[config.mk]
export PLATFORM = sky130hd
export DESIGN_NAME = hdmi_hmode_lockctl
export DESIGN_NICKNAME = d
export VERILOG_FILES = /design/src/rtl/hdmi_hmode_lockctl.sv
export SDC_FILE = /design/constraint.sdc
export NUM_CORES = 1
export LEC_CHECK = 0
export ABC_AREA = 1
export CAP_MARGIN = 10
export CORE_UTILIZATION = 49
export DETAILED_ROUTE_END_ITERATION = 6
export PLACE_DENSITY = 0.82
export SLEW_MARGIN = 20
export SYNTH_ARGS = -nofsm -noshare
export SYNTH_HDL_FRONTEND = slang
export SYNTH_SLANG_ARGS = --single-unit
export TNS_END_PERCENT = 30
[constraint.sdc]
create_clock -name i_clk -period 2.03 [get_ports i_clk]
set_input_delay 0.203 -clock i_clk [delete_from_list [all_inputs] [get_ports i_clk]]
set_output_delay 0.203 -clock i_clk [all_outputs]
set_load 0.02 [all_outputs]
[src/rtl/hdmi_hmode_lockctl.sv]
// Horizontal-mode lock controller for the HDMI receive path.
// Samples the measured line timing once per frame (vsync rising edge),
// qualifies it over a run of identical sane frames, holds lock until a run
// of bad frames or a frame-strobe timeout, and supports a software-forced mode.
module hdmi_hmode_lockctl #(
  parameter logic [3:0] LOCK_FRAMES   = 4'd4,
  parameter logic [3:0] UNLOCK_FRAMES = 4'd2,
  parameter logic [4:0] TIMEOUT_LG    = 5'd24
) (
  input  logic        i_clk,
  input  logic        i_reset_n,
  input  logic        i_vsync,
  input  logic [15:0] i_npix,
  input  logic [15:0] i_sstart,
  input  logic [15:0] i_ssend,
  input  logic [15:0] i_htotal,
  input  logic        i_force,
  input  logic [63:0] i_force_mode,
  output logic [63:0] o_mode,
  output logic        o_locked,
  output logic        o_new_mode,
  output logic        o_lost,
  output logic [1:0]  o_state
);

  typedef enum logic [1:0] {
    ST_SEARCH  = 2'b00,
    ST_QUALIFY = 2'b01,
    ST_LOCKED  = 2'b10,
    ST_FORCED  = 2'b11
  } state_t;

  // Watchdog is one bit wider than the timeout exponent; the top bit is the flag.
  localparam int            TW     = int'(TIMEOUT_LG) + 1;
  localparam logic [TW-1:0] WD_ONE = TW'(1);

  state_t        state, nstate;
  logic          vsync_d;
  logic          fs;
  logic [63:0]   s_cur;
  logic [63:0]   last_s;
  logic          sane, match, bad, timeout;
  logic [TW-1:0] wd;
  logic [3:0]    run, bad_run, run_inc, bad_inc;
  logic [3:0]    run_nx, bad_nx;
  logic [63:0]   mode_nx;
  logic          newm_nx, lost_nx;

  assign fs      = i_vsync & ~vsync_d;
  assign s_cur   = {i_npix, i_sstart, i_ssend, i_htotal};
  assign sane    = (i_npix != 16'd0) && (i_npix < i_sstart) &&
                   (i_sstart < i_ssend) && (i_ssend <= i_htotal);
  assign match   = sane && (s_cur == last_s);
  assign bad     = !sane || (s_cur != o_mode);
  assign timeout = wd[TW-1];
  assign run_inc = (run == 4'hF) ? run : run + 4'd1;
  assign bad_inc = (bad_run == 4'hF) ? bad_run : bad_run + 4'd1;
  assign o_state = state;

  // Frame-strobe edge detect, last-sample capture and watchdog.
  always_ff @(posedge i_clk or negedge i_reset_n) begin
    if (!i_reset_n) begin
      vsync_d <= 1'b0;
      last_s  <= '0;
      wd      <= '0;
    end else begin
      vsync_d <= i_vsync;
      if (fs) last_s <= s_cur;
      if (fs)           wd <= '0;
      else if (!timeout) wd <= wd + WD_ONE;
    end
  end

  // State register.
  always_ff @(posedge i_clk or negedge i_reset_n) begin
    if (!i_reset_n) state <= ST_SEARCH;
    else            state <= nstate;
  end

  // Next-state decode; force overrides frame strobes and timeouts.
  always_comb begin
    nstate = state;
    if (i_force) begin
      nstate = ST_FORCED;
    end else begin
      case (state)
        ST_SEARCH: begin
          if (fs && sane)
            nstate = (LOCK_FRAMES <= 4'd1) ? ST_LOCKED : ST_QUALIFY;
        end
        ST_QUALIFY: begin
          if (timeout)
            nstate = ST_SEARCH;
          else if (fs) begin
            if (match) begin
              if (run_inc >= LOCK_FRAMES) nstate = ST_LOCKED;
            end else if (!sane) begin
              nstate = ST_SEARCH;
            end
          end
        end
        ST_LOCKED: begin
          if (timeout)
            nstate = ST_SEARCH;
          else if (fs && bad && (bad_inc >= UNLOCK_FRAMES))
            nstate = ST_SEARCH;
        end
        default: nstate = ST_SEARCH;  // FORCED with force released
      endcase
    end
  end

  // Output/counter next values, keyed off the current and next state.
  always_comb begin
    run_nx  = run;
    bad_nx  = bad_run;
    mode_nx = o_mode;
    newm_nx = 1'b0;
    lost_nx = 1'b0;
    if (i_force) begin
      run_nx  = 4'd0;
      bad_nx  = 4'd0;
      mode_nx = i_force_mode;
      newm_nx = (state != ST_FORCED) || (i_force_mode != o_mode);
    end else begin
      case (state)
        ST_SEARCH: begin
          if (fs && sane) run_nx = 4'd1;
        end
        ST_QUALIFY: begin
          if (nstate == ST_SEARCH)  run_nx = 4'd0;
          else if (fs)              run_nx = match ? run_inc : 4'd1;
        end
        ST_LOCKED: begin
          if (fs) bad_nx = bad ? bad_inc : 4'd0;
          if (nstate == ST_SEARCH) begin
            lost_nx = 1'b1;
            bad_nx  = 4'd0;
            run_nx  = 4'd0;
          end
        end
        default: begin
          run_nx = 4'd0;
          bad_nx = 4'd0;
        end
      endcase
      // Any fresh entry into LOCKED latches the sample that completed the run.
      if (nstate == ST_LOCKED && state != ST_LOCKED) begin
        mode_nx = s_cur;
        newm_nx = 1'b1;
        bad_nx  = 4'd0;
      end
    end
  end

  // Registered outputs and run counters.
  always_ff @(posedge i_clk or negedge i_reset_n) begin
    if (!i_reset_n) begin
      run        <= 4'd0;
      bad_run    <= 4'd0;
      o_mode     <= '0;
      o_new_mode <= 1'b0;
      o_lost     <= 1'b0;
      o_locked   <= 1'b0;
    end else begin
      run        <= run_nx;
      bad_run    <= bad_nx;
      o_mode     <= mode_nx;
      o_new_mode <= newm_nx;
      o_lost     <= lost_nx;
      o_locked   <= (nstate == ST_LOCKED) || (nstate == ST_FORCED);
    end
  end

endmodule

=== After elaboration in Yosys (flattened, before gate mapping) ===
Cells that the tools add are included.

* Logic and storage cells: 91
* Input port bits: 132
* Flip-flop bits (word level): 167
* Output and inout port bits: 69

* Muxes and demuxes: 34
* Magnitude comparators: 5
* $add $sub $neg: 3
* Equal/unequal tests: 17
* Reductions and logical operators: 19
* Bitwise logic cells: 2

{| class="wikitable"
|+ Operator list
! operator !! number
|-
| 64-bit 2-to-1 mux || 2
|-
| 64-bit != test || 2
|-
| 64-bit == test || 1
|-
| 4-bit 2-to-1 mux || 13
|-
| 25-bit 2-to-1 mux || 2
|-
| 16-bit less-than comparator || 2
|-
| 25-bit by 1-bit adder with 25-bit output (second input constant) || 1
|-
| 2-bit 2-to-1 mux || 9
|-
| 16-bit less-or-equal comparator || 1
|-
| 16-bit nonzero test || 1
|-
| 4-bit one-hot mux with 3 select lines || 1
|-
| 4-bit by 1-bit adder with 4-bit output (second input constant) || 2
|-
| 4-bit == test (second input constant) || 2
|-
| 1-bit logical AND || 8
|-
| 4-bit one-hot mux with 2 select lines || 1
|-
| 2-bit == test (second input constant) || 3
|-
| 2-bit != test (second input constant) || 3
|-
| 3-bit != test (second input constant) || 2
|-
| 2-bit one-hot mux with 3 select lines || 1
|-
| 1-bit 2-to-1 mux || 5
|-
| 5-bit != test (second input constant) || 1
|-
| 4-bit by 2-bit >= comparator with 1-bit output (second input constant) || 1
|-
| 4-bit by 3-bit >= comparator with 1-bit output (second input constant) || 1
|-
| 2-bit logical NOT || 2
|-
| 11 further kinds || 13
|}

=== Depth between registers and ports, before layout ===
Gate-level depths: netlist of the first run.

* Depth after elaboration: 17
* Depth in mapped cells: 22
* Mapped depth without buffers: 21

=== Worst setup path after synthesis of the first run ===
OpenSTA, ideal clock, no wires.

* Path type: in2reg
* Start: input port i_sstart[15]
* End: register o_mode[60]
* Arrival time: 2055 ps
* Setup slack: -149 ps
* Data required time: 1906 ps
* Cell stages on the path: 22
* Setup time: 124 ps
* Buffers on the path: 2
* Path through: inv_1 -> ha_1 -> nand2_1 -> nor2_1 -> nand2_1 -> nand2_1 -> nor2_1 -> nand2_1 -> nor2_1 -> nand3_1 -> nor2_1 -> nand3_1 -> nand2_1 -> nand2_1 -> nand2_1 -> inv_2 -> nand3_2 -> nand2_2 -> buf_6 -> buf_6 -> nor2_1 -> a21oi_2

* Longest elaborated chain between the ends: 15
* Elaborated cells between the ends (all ways): 25
* Classes of those cells: 2 x order compare; 3 x eq/ne; 9 x mux; 11 x reduce/logical

{| class="wikitable"
|+ RTL lines
! element !! RTL line !! text
|-
| start, declared || 14 || <nowiki>input logic [15:0] i_sstart,</nowiki>
|-
| 16-bit less-than comparator || 51 || <nowiki>assign sane = (i_npix != 16'd0) && (i_npix < i_sstart) &&</nowiki>
|-
| 1-bit logical AND (2 in series) || 51 ||
|-
| 1-bit logical AND || 52 || <nowiki>(i_sstart < i_ssend) && (i_ssend <= i_htotal);</nowiki>
|-
| 1-bit logical NOT || - ||
|-
| 1-bit logical OR || 54 || <nowiki>assign bad = !sane || (s_cur != o_mode);</nowiki>
|-
| 1-bit logical AND (2 in series) || 105 || <nowiki>else if (fs && bad && (bad_inc >= UNLOCK_FRAMES))</nowiki>
|-
| 2-bit 2-to-1 mux || 105 ||
|-
| 2-bit 2-to-1 mux || 103 || <nowiki>if (timeout)</nowiki>
|-
| 2-bit one-hot mux with 3 select lines * || 86 || <nowiki>case (state)</nowiki>
|-
| 2-bit 2-to-1 mux * || 83 || <nowiki>if (i_force) begin</nowiki>
|-
| named net nstate[0] || 37 || <nowiki>state_t state, nstate;</nowiki>
|-
| 2-bit == test * || 148 || <nowiki>if (nstate == ST_LOCKED && state != ST_LOCKED) begin</nowiki>
|-
| 1-bit logical AND * || 148 ||
|-
| 2-bit nonzero test (no line) * || - ||
|-
| end signal, assigned || 168 || <nowiki>o_mode <= mode_nx;</nowiki>
|-
| end, declared || 19 || <nowiki>output logic [63:0] o_mode,</nowiki>
|}

The timed path passes the listed nets; every way through them passes the cells marked *.
A chain may end at the register's enable or synchronous reset.

=== Worst setup path in the final report of the first run ===
* Start: register bad_run[1]
* End: register o_mode[62]

* Longest elaborated chain between the ends: 11
* Elaborated cells between the ends (all ways): 12
* Classes of those cells: 1 x add/sub; 1 x order compare; 2 x eq/ne; 5 x mux; 3 x reduce/logical

{| class="wikitable"
|+ RTL lines
! element !! RTL line !! text
|-
| start, declared || 44 || <nowiki>logic [3:0] run, bad_run, run_inc, bad_inc;</nowiki>
|-
| start signal, assigned || 167 || <nowiki>bad_run <= bad_nx;</nowiki>
|-
| 4-bit by 1-bit adder with 4-bit output / 4-bit == test (equally long branches) || 57 || <nowiki>assign bad_inc = (bad_run == 4'hF) ? bad_run : bad_run + 4'd1;</nowiki>
|-
| 4-bit 2-to-1 mux * || 57 ||
|-
| 4-bit by 2-bit >= comparator with 1-bit output * || 105 ||
|-
| 1-bit logical AND * || 105 ||
|-
| 2-bit 2-to-1 mux * || 105 ||
|-
| 2-bit 2-to-1 mux * || 103 ||
|-
| 2-bit one-hot mux with 3 select lines * || 86 ||
|-
| 2-bit 2-to-1 mux * || 83 ||
|-
| named net nstate[1] || 37 ||
|-
| 2-bit == test * || 148 ||
|-
| 1-bit logical AND * || 148 ||
|-
| 2-bit nonzero test (no line) * || - ||
|}

Marks and branches as above.

==> impl_metrics.toml, run 1 <==
[status]
status = "finished with violations"
violations_in_the_final_reports = "setup timing"

[floorplanning]
io_pins = 201
die_width_um = 155
num_rows = 55
floorplan.core_area_um2 = 22800
start_util_pct = 50.4
die_area_um2 = 24100
die-height_um = 155

[routing]
drc = 0
drt-vias-per-instance = 5.37
num_vias = 12700
ant_nets = 0
drt_iter0_markers = 1125
wl_um = 40100
routed_wire_length_per_instance_um = 16.9
drt_pre_antenna_iters = 7

[worst_setup_path]
worst_setup_path_startpoint = "bad_run[1]"
crit_path_buf_inv_count = 2
cp_data_arrival_time_ns = 2.86
reg2reg_from = "bad_run[1]"
r2r_end = "o_mode[62]"
timing.critical_path.cells = "inv_1 > ha_1 > o21ai_2 > nor3_2 > nor2_1 > nand2_2 > a21oi_4 > nand2_2 > nand3_4 > nand2_8 > buf_12 > nor2_1 > a21oi_2"
crit_path_end_kind = "register"
critical_path.slowest_cell = "dfrtp_1"
data_required_time_of_the_worst_path_ns = 2.35
worstSetupPathType = "register to register"
max_stage_delay_ns = 0.42
rr_worst_depth = 13
critical_path.startpoint_type = "register"
path_max_fanout = 11
critPathTopFamily = "simple AND/OR/NAND/NOR gates"
worst-r2r-setup-slack_ns = -0.51

[power]
total_leakage_power_nw = 8.20
power_per_cell_area_nw_per_um2 = 669
max_ir_drop_vdd_mv = 0.510
fin_total_pwr_mw = 11.5

[global_route]
grt_first_pass_wirelength_um = 60900
gr-usage-all-layers_pct = 32.0
groute.layer.met2.usage_pct = 54.5
grt_start_max_net_pins = 59
globalRoute.busiestLayer = "met2"
grt_antenna_before_repair = 1
vias_in_the_first_global_route = 12600
grt.overflow.total = 0
use_met1_pct = 39.4
grt_use_met3_pct = 4.74

[placement]
io_buffer_count = 200
routabilityCongestion = 0.896
dp_hpwl_um = 27100

[finish]
layout_commonest_cell = "nand2_1"
synthesis_to_layout_area_growth_pct = 48.9
layout.cells.most_common_list = "nand2_1 (442), buf_4 (246), dfrtp_1 (166)"
layout.nets = 2227
proportion_of_layout_cells_with_a_drive_suffix_above_1_pct = 25.6

[sta]
highest_attainable_clock_frequency_ghz = 0.394
setup_viol = 75
slew_at_the_pin_with_the_worst_max_slew_slack_ns = 0.622
rsz_0062_raised_after_global_routing = "true"
period_utilization_pct = 125
worst_clock_skew_ns = 0.0102
maxSlewViolCount = 0
period_minus_slack_ns = 2.54
fin_ws_ns = -0.505
slew_headroom_pct = 58.6
timing.final.hold_violations = 0
setup-tns-final_ns = -32.01

[clock_network]
clkTransAtPathRegs_ns = 0.07
htree_levels = 4
cts_buffers = 17
cts.path.max_buffers = 2
cts-root-buf = "clkbuf_16"
clock-sinks = 167
insertion_delay_ns = 0.44
tritoncts = "built"

[hold_path]
hold_start = "i_htotal[12]"
hold_depth = 3
hold-path-endpoint = "last_s[12]"
hp-class = "input port to register"

[synth]
synth.avg_cell_area_um2 = 7.21
synth.yosys.seq_area_share_pct = 36.3
post_synth_num_cell_types = 37
syn_inst = 1598
syn_nets = 1780
yosys_register_bits = 167
synth_area_um2 = 11500
ys_warn_count = 0

[job]
maxCapViolations = 0
-- report_power, final --
part	switching, mW	internal [mW]
Clock	1.51	1.99
Sequential	0.291	3.70
Combinational	2.09	1.89
Total	3.89	7.57
-- worst register-to-register path, cell delays in order, from the launching register on --
cell and delay [ns]:
dfrtp_1 0.42, inv_1 0.08, ha_1 0.32, o21ai_2 0.25
nor3_2 0.09, nor2_1 0.17, nand2_2 0.08, a21oi_4 0.17
nand2_2 0.11, nand3_4 0.16, nand2_8 0.17, buf_12 0.19
nor2_1 0.15, a21oi_2 0.06
-- sequential cells by signal (all words and copies together) (netlist names) --
signal,flops
last_s,64
o_mode,64
wd,25
bad_run,4
run,4
o_state,2
o_locked,1
o_lost,1
o_new_mode,1
vsync_d,1
-- cell families (layout without fill, tap and decap cells) --
kind of cell / Yosys count / after routing / share of synthesized area [%]
XOR/XNOR: 133 / 133 / 10.1
AO/OA/AOI/OAI: 255 / 255 / 13.3
flip-flops: 167 / 167 / 36.3
other: 0 / 1 / 0
AND/OR/NAND/NOR: 764 / 766 / 26.7
buffers and inverters: 228 / 686 / 8.12
adder cells (fa/ha/maj): 50 / 50 / 5.43
multiplexers: 1 / 1 / 0.0869
-- synth_stat cells (all sizes together) --
library cell | count | area [µm²]
nand2 | 456 | 1710
nor2 | 214 | 808
inv | 181 | 679
dfrtp | 167 | 4180
o21ai | 143 | 716
a21oi | 100 | 714
xor2 | 73 | 639
xnor2 | 60 | 526
ha | 50 | 626
clkbuf | 32 | 120
nand3 | 26 | 135
nand4 | 26 | 163
nor3 | 16 | 85.1
or2 | 16 | 100
buf | 14 | 131
nor4 | 5 | 31.3
o21a | 3 | 22.5
and3 | 2 | 12.5
nor3b | 2 | 15.0
o21bai | 2 | 15.0
a21boi | 1 | 7.51
a21o | 1 | 7.51
a221oi | 1 | 8.76
a2bb2oi | 1 | 8.76
clkinv | 1 | 3.75
mux2i | 1 | 10.0
nand3b | 1 | 7.51
o211a | 1 | 10.0
o221a | 1 | 11.3
o41ai | 1 | 8.76
-- stage by stage --
step	util [%]	cells	worst slack [ns]	hold WS, ns	instance area [µm²]
floorplan	-	1598	-0.107	-0.0926	11700
global placement	69.3	2312	-1.00	0.216	15800
detailed placement	69.3	2312	-1.12	0.217	15800
CTS	73.3	2362	-0.301	0.245	16700
global route	75.0	2372	-0.595	0.265	17100
finish	75.0	2372	-0.505	0.242	17100
-- routing by layer --
layer / wire length (µm) / share of wire [%]
met4: 1950 / 4.9
met2: 19600 / 49
met1: 15700 / 39
met3: 2890 / 7.2
met5: 0 / 0
-- worst max-delay path by stage --
| stage | cells after the start | endpoint |
|---|---|---|
| after CTS | 16 | o_mode[21] |
| after detailed placement | 21 | o_mode[17] |
| after global placement | 21 | o_mode[44] |
| final | 13 | o_mode[62] |
| after global routing | 17 | o_mode[24] |
| after floorplan | 21 | o_mode[60] |
-- repair_timing --
| item | 4_1_cts | 5_1_grt |
|---|---|---|
| setup endpoints to repair | 77 | 83 |
| gates cloned | 3 | 7 |
| pin swaps | 29 | 21 |
| setup buffers | 14 | 4 |
| endpoints found under the hold margin | 52 | 0 |
| hold buffers | 1 | 0 |
| gates resized for setup | 117 | 81 |
-- area by class of cell --
cell class              count  area (µm²)
diodes                      1        2.50
clock buffers              19         443
clock inverters            13         168
fillers                  1545        5700
inverters                 182         707
multi-input cells        1205        7010
flip-flops and latches    167        4180
well taps                 313         392
repair buffers            472        4240
(Power assumes the default switching activity.)
==> inputs of run 2 (changes only) <==
- ABC_CLOCK_PERIOD_IN_PS: default -> 2029
- CORE_ASPECT_RATIO: default -> 0.75
- CORE_UTILIZATION: 49 -> 50
- CTS_BUF_LIST: default -> sky130_fd_sc_hd__clkbuf_2
- PLACE_DENSITY: 0.82 -> 0.83
==> run 2 against run 1 <==
The flow finishes with violations (DRC, setup timing). Combinational power is 3% higher. Routed wire length grew 4.5%. Clock skew increased by 0.042 ns. Hold slack worse by 0.21 ns. Critical path depth shrank 3. Die area is 2.0% lower. Total power fell by 13%. Via count is 2.6% higher. Register-to-register slack got worse by 0.11 ns. Core utilization is 1.4 points higher. Global-route usage grew 1.5 points. Critical path type unchanged. Largest cell class unchanged.
==> impl_metrics.toml, run 2 (synthesis gave the netlist of run 1 again) <==
[status]
status = "finished with violations"
violations_in_the_final_reports = "DRC, setup timing"

[clock_network]
clock-sinks = 167
clkTransAtPathRegs_ns = 0.26
htree_levels = 4
tritoncts = "built"
insertion_delay_ns = 0.83
cts_buffers = 17
cts-root-buf = "clkbuf_2"
cts.path.max_buffers = 2

[placement]
io_buffer_count = 200
routabilityCongestion = 0.924
dp_hpwl_um = 28100
dpl.cell_count = 2303

[sta]
rsz_0062_raised_after_global_routing = "true"
period_utilization_pct = 130
worst_clock_skew_ns = 0.0525
highest_attainable_clock_frequency_ghz = 0.378
slew_headroom_pct = 49.8
slew_at_the_pin_with_the_worst_max_slew_slack_ns = 0.753
period_minus_slack_ns = 2.65
timing.final.hold_violations = 0
setup_viol = 76
maxSlewViolCount = 0
fin_ws_ns = -0.615

[finish]
post-route-util_pct = 76.4
top_regs = "last_s: 64 flops, o_mode: 64 flops, wd: 25 flops"
layout.nets = 2254
layout_commonest_cell = "nand2_1"
finish.cell_count_without_fillers = 2379
synthesis_to_layout_area_growth_pct = 48.3
layout.cells.most_common_list = "nand2_1 (445), buf_4 (263), dfrtp_1 (166)"
number_of_antenna_cells_inserted = 0
proportion_of_layout_cells_with_a_drive_suffix_above_1_pct = 26.2

[floorplanning]
die-height_um = 133
num_rows = 47
floorplan.core_area_um2 = 22300
die_width_um = 177
start_util_pct = 51.5
io_pins = 201
die_area_um2 = 23600

[worst_setup_path]
data_required_time_of_the_worst_path_ns = 2.68
worst-r2r-setup-slack_ns = -0.62
cp_data_arrival_time_ns = 3.30
r2r_end = "o_new_mode"
worstSetupPathType = "register to register"
critical_path.startpoint_type = "register"
rr_worst_depth = 10
path_max_fanout = 3
crit_path_end_kind = "register"
reg2reg_from = "o_mode[14]"

[global_route]
grt_first_pass_wirelength_um = 61900
grt_antenna_before_repair = 0
grt.overflow.total = 0
vias_in_the_first_global_route = 12700
gr-usage-all-layers_pct = 33.4
grt_start_max_net_pins = 107

[power]
total_leakage_power_nw = 8.20
max_ir_drop_vdd_mv = 0.370
power_per_cell_area_nw_per_um2 = 587
fin_total_pwr_mw = 10.0

[routing]
drt-vias-per-instance = 5.49
drt_iter0_markers = 1359
wl_um = 41900
drc = 10
drt_pre_antenna_iters = 7
ant_nets = 0
routed_wire_length_per_instance_um = 17.6
num_vias = 13100

[job]
maxCapViolations = 0

[hold_path]
hp-class = "input port to register"
hold_depth = 6
hold_start = "i_ssend[1]"
hold-path-endpoint = "o_mode[17]"
-- run 2: worst max path at each step --
stage	startpoint	endpoint	slack, ns	depth (start not counted)
floorplan	i_htotal[15]	o_mode[60]	-0.11	21
global placement	i_ssend[7]	o_mode[3]	-0.96	16
detailed placement	i_ssend[15]	o_mode[4]	-1.09	19
CTS	o_mode[0]	bad_run[0]	-0.38	20
global route	o_mode[14]	o_new_mode	-0.79	10
finish	o_mode[14]	o_new_mode	-0.62	10
-- run 2: cell type report --
class	instances	area, µm²
Multi-Input combinational cell	1204	6970
Fill cell	1394	5270
Timing Repair Buffer	500	4620
Sequential cell	167	4180
Inverter	182	707
Tap cell	294	368
Clock inverter	13	146
Clock buffer	19	95.1
-- run 2: per-layer routing --
layer | GRT usage (%) | up-vias | share of wire, %
met5 | 0 | - | 0
met4 | 14.4 | 0 | 4.5
met2 | 53.3 | 825 | 45
met3 | 6.91 | 187 | 10
li1 | - | 5997 | -
met1 | 43.9 | 6062 | 40
-- run 2: metrics by stage --
| stage | worst slack (ns) | TNS (ns) | hold slack [ns] | cell area [µm²] |
|---|---|---|---|---|
| final | -0.615 | -33.89 | 0.0273 | 17100 |
| after global routing | -0.790 | -41.50 | 0.0675 | 17100 |
| after CTS | -0.378 | -23.19 | 0.0491 | 16600 |
| after detailed placement | -1.09 | -76.96 | 0.185 | 15900 |
| after global placement | -0.956 | -69.92 | 0.177 | 15900 |
| after floorplan | -0.107 | -6.05 | -0.0926 | 11700 |
-- run 2: repair_timing --
action                                  in CTS  in global routing
endpoints found under the hold margin      168                  3
pin swaps                                   13                 23
hold buffers                                 4                  3
cloned                                       7                  7
endpoints found under the setup margin     142                 91
setup buffers                               14                 10
gates resized for setup                    116                 86
-- run 2: power breakdown --
part,internal (mW),switching [mW],total [mW]
clock,0.588,1.35,1.94
sequential,3.70,0.297,3.99
combinational,1.91,2.18,4.10
-- run 2: worst max-delay path, stage by stage, from the launching register on --
cell and delay (ns):
dfrtp_1 0.46, buf_4 0.14, buf_4 0.13, xor2_1 0.15, nor3b_1 0.23, nand4_1 0.22
nor4_2 0.28, buf_4 0.17, nand2_1 0.06, o41ai_1 0.43, nand2_1 0.22
==> inputs of run 3 (changes only) <==
- PLACE_DENSITY: 0.83 -> 0.79
- SETUP_SLACK_MARGIN: default -> 0.02
==> run 3 against run 2 <==
The flow finishes with violations (setup timing). Combinational power decreased by 4%. Via count down 4.7%. Non-clock buffer count is 17 lower. Sequential power about the same. Register-to-register slack gained 0.17 ns. First-iteration DRC count decreased by 9.0%.
==> impl_metrics.toml, run 3 (synthesis gave the netlist of run 1 again) <==
[worst_setup_path]
worst-r2r-setup-slack_ns = -0.44
r2r_end = "o_mode[47]"
data_required_time_of_the_worst_path_ns = 2.75
reg2reg_from = "last_s[36]"
critical_path.startpoint_type = "register"
rr_worst_depth = 18
path_max_fanout = 8
worstSetupPathType = "register to register"
cp_data_arrival_time_ns = 3.20
crit_path_end_kind = "register"

[sta]
period_minus_slack_ns = 2.47
rsz_0062_raised_after_global_routing = "true"
fin_worst_hold_slack_ns = 0.0551
worst_clock_skew_ns = 0.0765
fin_ws_ns = -0.442
maxSlewViolCount = 0
slew_at_the_pin_with_the_worst_max_slew_slack_ns = 0.535
period_utilization_pct = 122
setup_viol = 76
slew_headroom_pct = 64.3
highest_attainable_clock_frequency_ghz = 0.405
timing.final.hold_violations = 0

[placement]
io_buffer_count = 200
dp_hpwl_um = 27600
placed_cell_area_um2 = 15800
routabilityCongestion = 0.935

[floorplanning]
floorplan.core_area_um2 = 22300
die-height_um = 133
num_rows = 47
die_width_um = 177
io_pins = 201
start_util_pct = 51.5
die_area_um2 = 23600

[power]
fin_total_pwr_mw = 9.95
total_leakage_power_nw = 8.11
max_ir_drop_vdd_mv = 0.337
power_per_cell_area_nw_per_um2 = 590

[global_route]
grt_use_met3_pct = 6.39
grt.overflow.total = 0
use_met1_pct = 44.4
groute.layer.met2.usage_pct = 50.8
grt_start_max_net_pins = 55
gr-usage-all-layers_pct = 32.4
grt_first_pass_wirelength_um = 59900
grt_antenna_before_repair = 1
vias_in_the_first_global_route = 12200
globalRoute.busiestLayer = "met2"

[finish]
top_regs = "last_s: 64 flops, o_mode: 64 flops, wd: 25 flops"
proportion_of_layout_cells_with_a_drive_suffix_above_1_pct = 25.0
synthesis_to_layout_area_growth_pct = 46.4
layout.cells.most_common_list = "nand2_1 (443), buf_4 (255), dfrtp_1 (165)"
layout.nets = 2236
post_route_standard_cell_area_excluding_fillers_um2 = 16900
layout_commonest_cell = "nand2_1"

[hold_path]
hold-path-endpoint = "o_mode[37]"
hp-class = "input port to register"
hold_start = "i_force_mode[37]"
hold_depth = 3

[status]
violations_in_the_final_reports = "setup timing"
status = "finished with violations"

[clock_network]
tritoncts = "built"
cts_buffers = 17
cts.path.max_buffers = 2
cts-root-buf = "clkbuf_2"
htree_levels = 4
clock-sinks = 167
clkTransAtPathRegs_ns = 0.32
insertion_delay_ns = 0.84

[routing]
drt_pre_antenna_iters = 6
drt_iter0_markers = 1237
num_vias = 12500
drt-vias-per-instance = 5.27
routed_wire_length_per_instance_um = 16.3
ant_nets = 0
drc = 0
wl_um = 38600

[job]
maxCapViolations = 0
==> run 3: worst max-delay path by stage <==
stage	start	to	slack, ns	depth (start not counted)
2_1_floorplan	i_htotal[15]	o_mode[60]	-0.11	21
3_3_place_gp	i_ssend[11]	run[0]	-0.96	19
3_5_place_dp	i_ssend[11]	o_mode[10]	-1.16	19
4_1_cts	last_s[39]	o_mode[61]	-0.38	18
5_1_grt	o_mode[38]	o_mode[49]	-0.60	19
6_report	last_s[36]	o_mode[47]	-0.44	18
==> run 3: layout make-up <==
cell class | count | area [µm²]
Antenna cell | 1 | 2.50
Clock buffer | 17 | 85.1
Clock inverter | 15 | 176
Fill cell | 1625 | 5490
Inverter | 182 | 707
Multi-Input combinational cell | 1203 | 6930
Sequential cell | 167 | 4180
Tap cell | 294 | 368
Timing Repair Buffer | 483 | 4410
==> run 3: per-layer routing <==
| metal | vias up | share of wire, % |
|---|---|---|
| met4 | 0 | 2.9 |
| li1 | 5964 | - |
| met1 | 5801 | 43 |
| met3 | 88 | 9.0 |
| met5 | - | 0 |
| met2 | 599 | 45 |
==> run 3: timing repair <==
action	in CTS	in global routing
setup buffers	12	11
hold buffers	4	2
pin swaps	18	31
cloned	5	4
hold endpoints to repair	168	2
resized for setup	119	85
endpoints found under the setup margin	147	100
==> run 3: stage by stage <==
stage	util, %	TNS [ns]	worst slack, ns	cells
final	75.4	-28.40	-0.442	2362
after global placement	70.7	-68.07	-0.955	2293
after global routing	75.4	-41.05	-0.596	2362
after CTS	73.8	-23.28	-0.378	2346
after detailed placement	70.7	-82.45	-1.16	2293
after floorplan	-	-6.05	-0.107	1598
==> run 3: worst max-delay path, stage by stage, from the launching register on <==
cell,delay [ns]
dfrtp_1,0.47
xor2_1,0.15
nor2_1,0.11
nand2_1,0.08
nor2_2,0.15
nand2_1,0.08
nor2_2,0.14
nand3_1,0.10
nand3_1,0.08
nand2_1,0.07
nand2_2,0.08
nand2_2,0.08
inv_2,0.08
nand3_4,0.11
nand2_8,0.12
buf_12,0.15
buf_16,0.16
nor2_4,0.04
a21oi_2,0.09
==> run 3: power breakdown <==
part / switching (mW) / internal, mW
clock network: 1.35 / 0.697
registers: 0.274 / 3.70
logic: 2.07 / 1.86
